$ cat src/rtl/l32_mod_accumulator.sv
// l32_mod_accumulator: streaming mod-(2^32-1) frame accumulator.
// Operands arrive over valid/ready and are folded into a running sum through
// one L32_adder. Each frame result appears on a registered valid/ready output,
// together with a saturating beat count and a saturation flag.

// L32_adder: 32-bit end-around-carry adder (one's-complement / mod 2^32-1).
// The carry out of bit 31 is fed back into bit 0. The second add cannot
// overflow: if the carry is set, the low word is at most 2^32-2.
module L32_adder (
    input  logic [31:0] i_a,
    input  logic [31:0] i_b,
    output logic [31:0] o_sum
);
    logic [32:0] w_raw;

    assign w_raw = {1'b0, i_a} + {1'b0, i_b};
    assign o_sum = w_raw[31:0] + {31'd0, w_raw[32]};
endmodule

module l32_mod_accumulator #(
    parameter int COUNT_W   = 16,
    parameter bit NORMALIZE = 1'b1
) (
    input  logic               clk,
    input  logic               rst_n,
    input  logic               in_valid,
    output logic               in_ready,
    input  logic [31:0]        in_data,
    input  logic               in_last,
    output logic               out_valid,
    input  logic               out_ready,
    output logic [31:0]        out_data,
    output logic [COUNT_W-1:0] out_count,
    output logic               out_sat
);
    typedef enum logic {
        ST_ACC  = 1'b0,
        ST_HOLD = 1'b1
    } state_t;

    localparam logic [COUNT_W-1:0] CNT_MAX = {COUNT_W{1'b1}};
    localparam logic [COUNT_W-1:0] CNT_ONE = {{(COUNT_W-1){1'b0}}, 1'b1};

    // Saturating beat-counter increment.
    function automatic logic [COUNT_W-1:0] sat_inc(input logic [COUNT_W-1:0] c);
        return (c == CNT_MAX) ? CNT_MAX : (c + CNT_ONE);
    endfunction

    // Map the redundant zero 0xFFFFFFFF to 0 when normalisation is enabled.
    function automatic logic [31:0] norm(input logic [31:0] v);
        return (NORMALIZE && (v == 32'hFFFF_FFFF)) ? 32'd0 : v;
    endfunction

    state_t               r_state;
    logic [31:0]          r_acc;
    logic [COUNT_W-1:0]   r_cnt;
    logic                 r_sat;
    logic                 r_in_ready;
    logic                 r_out_valid;
    logic [31:0]          r_out_data;
    logic [COUNT_W-1:0]   r_out_count;
    logic                 r_out_sat;

    state_t               w_state;
    logic [31:0]          w_acc;
    logic [COUNT_W-1:0]   w_cnt;
    logic                 w_sat;
    logic                 w_in_ready;
    logic                 w_out_valid;
    logic [31:0]          w_out_data;
    logic [COUNT_W-1:0]   w_out_count;
    logic                 w_out_sat;

    logic [31:0]          w_sum;
    logic                 w_accept;
    logic                 w_xfer;
    logic                 w_cnt_max;

    L32_adder u_adder (
        .i_a   (r_acc),
        .i_b   (in_data),
        .o_sum (w_sum)
    );

    assign w_accept  = in_valid && r_in_ready;
    assign w_xfer    = r_out_valid && out_ready;
    assign w_cnt_max = (r_cnt == CNT_MAX);

    // Next-state and next-output logic; everything holds unless a beat or a result moves.
    always_comb begin
        w_state     = r_state;
        w_acc       = r_acc;
        w_cnt       = r_cnt;
        w_sat       = r_sat;
        w_out_data  = r_out_data;
        w_out_count = r_out_count;
        w_out_sat   = r_out_sat;

        case (r_state)
            ST_ACC: begin
                if (w_accept && in_last) begin
                    // Close the frame: publish the result and clear for the next frame.
                    w_out_data  = norm(w_sum);
                    w_out_count = sat_inc(r_cnt);
                    w_out_sat   = r_sat | w_cnt_max;
                    w_acc       = 32'd0;
                    w_cnt       = {COUNT_W{1'b0}};
                    w_sat       = 1'b0;
                    w_state     = ST_HOLD;
                end else if (w_accept) begin
                    w_acc = w_sum;
                    w_cnt = sat_inc(r_cnt);
                    w_sat = r_sat | w_cnt_max;
                end else begin
                    w_state = ST_ACC;
                end
            end
            ST_HOLD: begin
                if (w_xfer) begin
                    w_state = ST_ACC;
                end else begin
                    w_state = ST_HOLD;
                end
            end
            default: begin
                w_state = ST_ACC;
            end
        endcase

        // Handshake outputs follow the state being entered, so they are plain flops.
        w_in_ready  = (w_state == ST_ACC);
        w_out_valid = (w_state == ST_HOLD);
    end

    // State and output registers; reset discards any partial frame or pending result.
    always_ff @(posedge clk or negedge rst_n) begin
        if (!rst_n) begin
            r_state     <= ST_ACC;
            r_acc       <= 32'd0;
            r_cnt       <= {COUNT_W{1'b0}};
            r_sat       <= 1'b0;
            r_in_ready  <= 1'b0;
            r_out_valid <= 1'b0;
            r_out_data  <= 32'd0;
            r_out_count <= {COUNT_W{1'b0}};
            r_out_sat   <= 1'b0;
        end else begin
            r_state     <= w_state;
            r_acc       <= w_acc;
            r_cnt       <= w_cnt;
            r_sat       <= w_sat;
            r_in_ready  <= w_in_ready;
            r_out_valid <= w_out_valid;
            r_out_data  <= w_out_data;
            r_out_count <= w_out_count;
            r_out_sat   <= w_out_sat;
        end
    end

    assign in_ready  = r_in_ready;
    assign out_valid = r_out_valid;
    assign out_data  = r_out_data;
    assign out_count = r_out_count;
    assign out_sat   = r_out_sat;
endmodule

$ cat config.mk
export PLATFORM = sky130hd
export DESIGN_NAME = l32_mod_accumulator
export DESIGN_NICKNAME = d
export VERILOG_FILES = /design/src/rtl/l32_mod_accumulator.sv
export SDC_FILE = /design/constraint.sdc
export NUM_CORES = 1
export LEC_CHECK = 0
export BUFFER_PORTS_ARGS = -buffer_cell sky130_fd_sc_hd__buf_2
export CAP_MARGIN = 20
export CORE_MARGIN = 4
export CORE_UTILIZATION = 30
export DETAILED_ROUTE_END_ITERATION = 12
export GPL_TIMING_DRIVEN = 1
export PLACE_DENSITY = 0.44
export SKIP_LAST_GASP = 1
export SYNTH_ARGS = -nofsm -noshare
export SYNTH_HDL_FRONTEND = slang
export SYNTH_SLANG_ARGS = --single-unit
$ cat constraint.sdc
create_clock -name clk -period 6.4 [get_ports clk]
set_clock_uncertainty 0.15 [all_clocks]
set_input_delay 1.92 -clock clk [delete_from_list [all_inputs] [get_ports clk]]
set_output_delay 1.92 -clock clk [all_outputs]
set_load 0.02 [all_outputs]
==> impl_metrics.ini <==
[floorplanning]
die_x_um = 165
coreArea_mm2 = 0.0242
start_util_pct = 30.5
io_pins = 88
num_rows = 57
die-area_mm2 = 0.0272
die_height_um = 165

[global_routing]
antenna_found_initial = 1
gr-total-overflow = 0
grt_pass1_vias = 7119
grt_usage_pct = 18.7
grt_pass1_wl_um = 39400
grt_max_degree = 73

[yosys]
ys_seq_area_share_pct = 33.9
yosys_warnings = 0
synth_edf_count = 0
synthSimpleGateAreaFrac_pct = 23.9
ys.flop_type = dfrtp_1
synth_mux_area_share_pct = 0.813
netlist_instances = 852
synthesis.nets = 925
ys_async_sr_fraction_pct = 100
synth_fa_ha_area_share_pct = 6.20
yosysUniqueCellTypes = 78
postSynthAreaPerCell_um2 = 8.67
synth_area_mm2 = 0.00739
synth-seq-cells = 100
synth_compound_gate_area_share_pct = 22.4
synth-xor-area-share_pct = 8.83
synth_top_family_by_area = simple AND/OR/NAND/NOR gates

[status]
violations = setup timing
status = finished, violations left

[final_layout]
fin_nets = 1163
fin_cells = 1419
final_common_cell = buf_4
area_growth_pct = 39.3
layout_common_cells = buf_4, nor2_1, dfrtp_1
layout-drive-gt1-share_pct = 36.0
fillerInstances = 2505
insertedDiodeCount = 0

[worst_setup_path]
critical_path.max_fanout = 6
endpoint_kind = flop
cp-start-kind = input port
critPathKind = input port to flop
timing.rr.start = r_acc[0]
cp.arrival_ns = 6.49
critPathLaunch = in_data[0]
worst_ep_required_time_ns = 6.46

[detailed_routing]
ant_nets = 0
post_drt_wl_per_cell_um = 17.6
drt_iter0_drc = 471
vias_per_cell = 5.13
wirelength_um = 25000
vias = 7278
first_pass_iters = 5
drc = 0

[timing]
hold_viol_final = 0
tightest_slew_ns = 0.887
fmax_mhz = 156
fin_ws_ns = -0.0255
final_max_slew_viol_count = 0
min_period_ns = 6.43
finalSetupViolCount = 8
relSlewSlack_pct = 40.8
rsz0062_at_grt = true
fin_crit_sh_pct = 100

[clocking]
numCtsBuffers = 9
htree_levels = 3
cts_sinks = 100
cts_root_buffer = clkbuf_16
clockBufferDepth = 2
cts_tree = built
cts_hold_buffers = 0
cts.clk_slew.worst_paths_ns = 0.08
insertion_delay_ns = 0.37

[pwr]
power_mw = 5.03
p_per_area_mw_per_mm2 = 489
vdd_drop_max_mv = 0.212
power_leakage_nw = 4.46

[run]
maxCapViolCount = 0

[min_path]
min_path_type = flop to flop
worstHoldStart = r_acc[22]

[placement]
gp_congestion = 0.883
placed_cells = 1370
port_buffers = 87
hpwl_um = 18400
==> routing by layer <==
layer / share of wire [%] / GRT usage, % / vias to the layer above
met3: 5.4 / 4.17 / 33
met5: 0.052 / 0 / -
met2: 44 / 28.8 / 162
met1: 48 / 26.6 / 3502
met4: 2.0 / 4.57 / 2
li1: - / - / 3579
==> final timing paths <==
path                                 to  slack (ns)  cells after the start
max in group asynchronous      r_cnt[0]        3.53                      2
setup reg to reg           out_data[15]        1.17                     23
hold / removal                r_acc[22]        0.34                      2
min in group asynchronous  out_data[25]        1.53                      1
hold reg to reg               r_acc[22]        0.34                      2
setup / recovery           out_data[15]       -0.03                     24
==> what timing repair did <==
item | in CTS | in global routing
gates resized for setup | 38 | 28
setup endpoints to repair | 31 | 31
pin swaps | 31 | 35
cloned | 4 | 0
buffers inserted | 20 | 10
==> registers in the layout (all words and copies together), names as in the netlist <==
| signal | count |
|---|---|
| in_ready | 1 |
| r_sat | 1 |
| out_count | 16 |
| out_valid | 1 |
| r_cnt | 16 |
| out_sat | 1 |
| out_data | 32 |
| r_acc | 32 |
==> where the power goes <==
group | total [mW] | internal, mW | leakage (nW) | switching, mW
Clock | 0.589 | 0.282 | 0.152 | 0.307
Combinational | 3.43 | 1.52 | 3.06 | 1.91
Sequential | 1.01 | 0.852 | 1.24 | 0.156
==> cells in the mapped netlist (8+ instances only) <==
| master | number | area, um2 |
|---|---|---|
| a22o_1 | 11 | 96.3 |
| nor3_1 | 14 | 70.1 |
| o21ai_1 | 10 | 50.1 |
| a211oi_2 | 17 | 213 |
| inv_1 | 12 | 45.0 |
| dfrtp_1 | 100 | 2500 |
| xor2_1 | 26 | 228 |
| and2_1 | 9 | 56.3 |
| nor2_1 | 113 | 424 |
| and3_1 | 14 | 87.6 |
| nor4_1 | 10 | 62.6 |
| ha_1 | 35 | 438 |
| a211oi_1 | 9 | 67.6 |
| nand2_1 | 87 | 327 |
| nand3_1 | 28 | 140 |
| a21oi_1 | 48 | 240 |
| o22a_1 | 10 | 87.6 |
| a31oi_1 | 20 | 125 |
| o21ai_0 | 46 | 230 |
| buf_2 | 8 | 40.0 |
| xnor2_1 | 39 | 342 |
| nand4_1 | 22 | 138 |
| clkbuf_1 | 22 | 82.6 |
| nor3_2 | 12 | 120 |
| a21o_1 | 9 | 67.6 |
==> kinds of logic after synthesis <==
logic type	after synthesis
and+or+nand+nor	353
adders and majority gates	36
buffers and inverters	58
muxes	6
AOI/OAI and AO/OA	230
xor gates and xnor gates	69
DFF	100
==> per-stage QoR <==
stage | setup WS, ns | util [%] | TNS [ns] | cell area [um2] | hold slack, ns
finish | -0.0255 | 42.4 | -0.103 | 10300 | 0.344
global route | -0.298 | 42.4 | -7.78 | 10300 | 0.362
CTS | -0.0712 | 41.4 | -0.899 | 10000 | 0.349
detailed placement | -0.673 | 38.2 | -19.95 | 9260 | 0.320
global placement | -0.623 | 38.2 | -18.29 | 9260 | 0.313
floorplan | -0.0997 | - | -2.39 | 7520 | 0.293
==> critical path, cell delays in order <==
cell,delay [ns]
buf_8,0.08
ha_4,0.13
fa_2,0.23
a211oi_4,0.08
o211ai_4,0.27
nand3_2,0.15
a211oi_4,0.30
o21ai_2,0.10
a21oi_2,0.19
a21o_1,0.14
a21o_1,0.19
ha_4,0.19
ha_4,0.14
nand2_2,0.05
and3b_2,0.30
nand4_1,0.23
nor4_4,0.40
nand3_2,0.14
xnor2_2,0.21
o211ai_1,0.21
a2111oi_4,0.38
buf_6,0.24
buf_12,0.16
a211oi_2,0.05
==> area by class of cell <==
type,instances,area (um2),share of cell area (%)
clock inverters,7,91.3,0.888
flip-flops and latches,100,2500,24.3
multi-input cells,694,5060,49.2
clock buffers,9,225,2.19
inverters,12,45.0,0.438
repair buffers,273,1960,19.0
well taps,324,405,3.94
(Power assumes the default switching activity.)
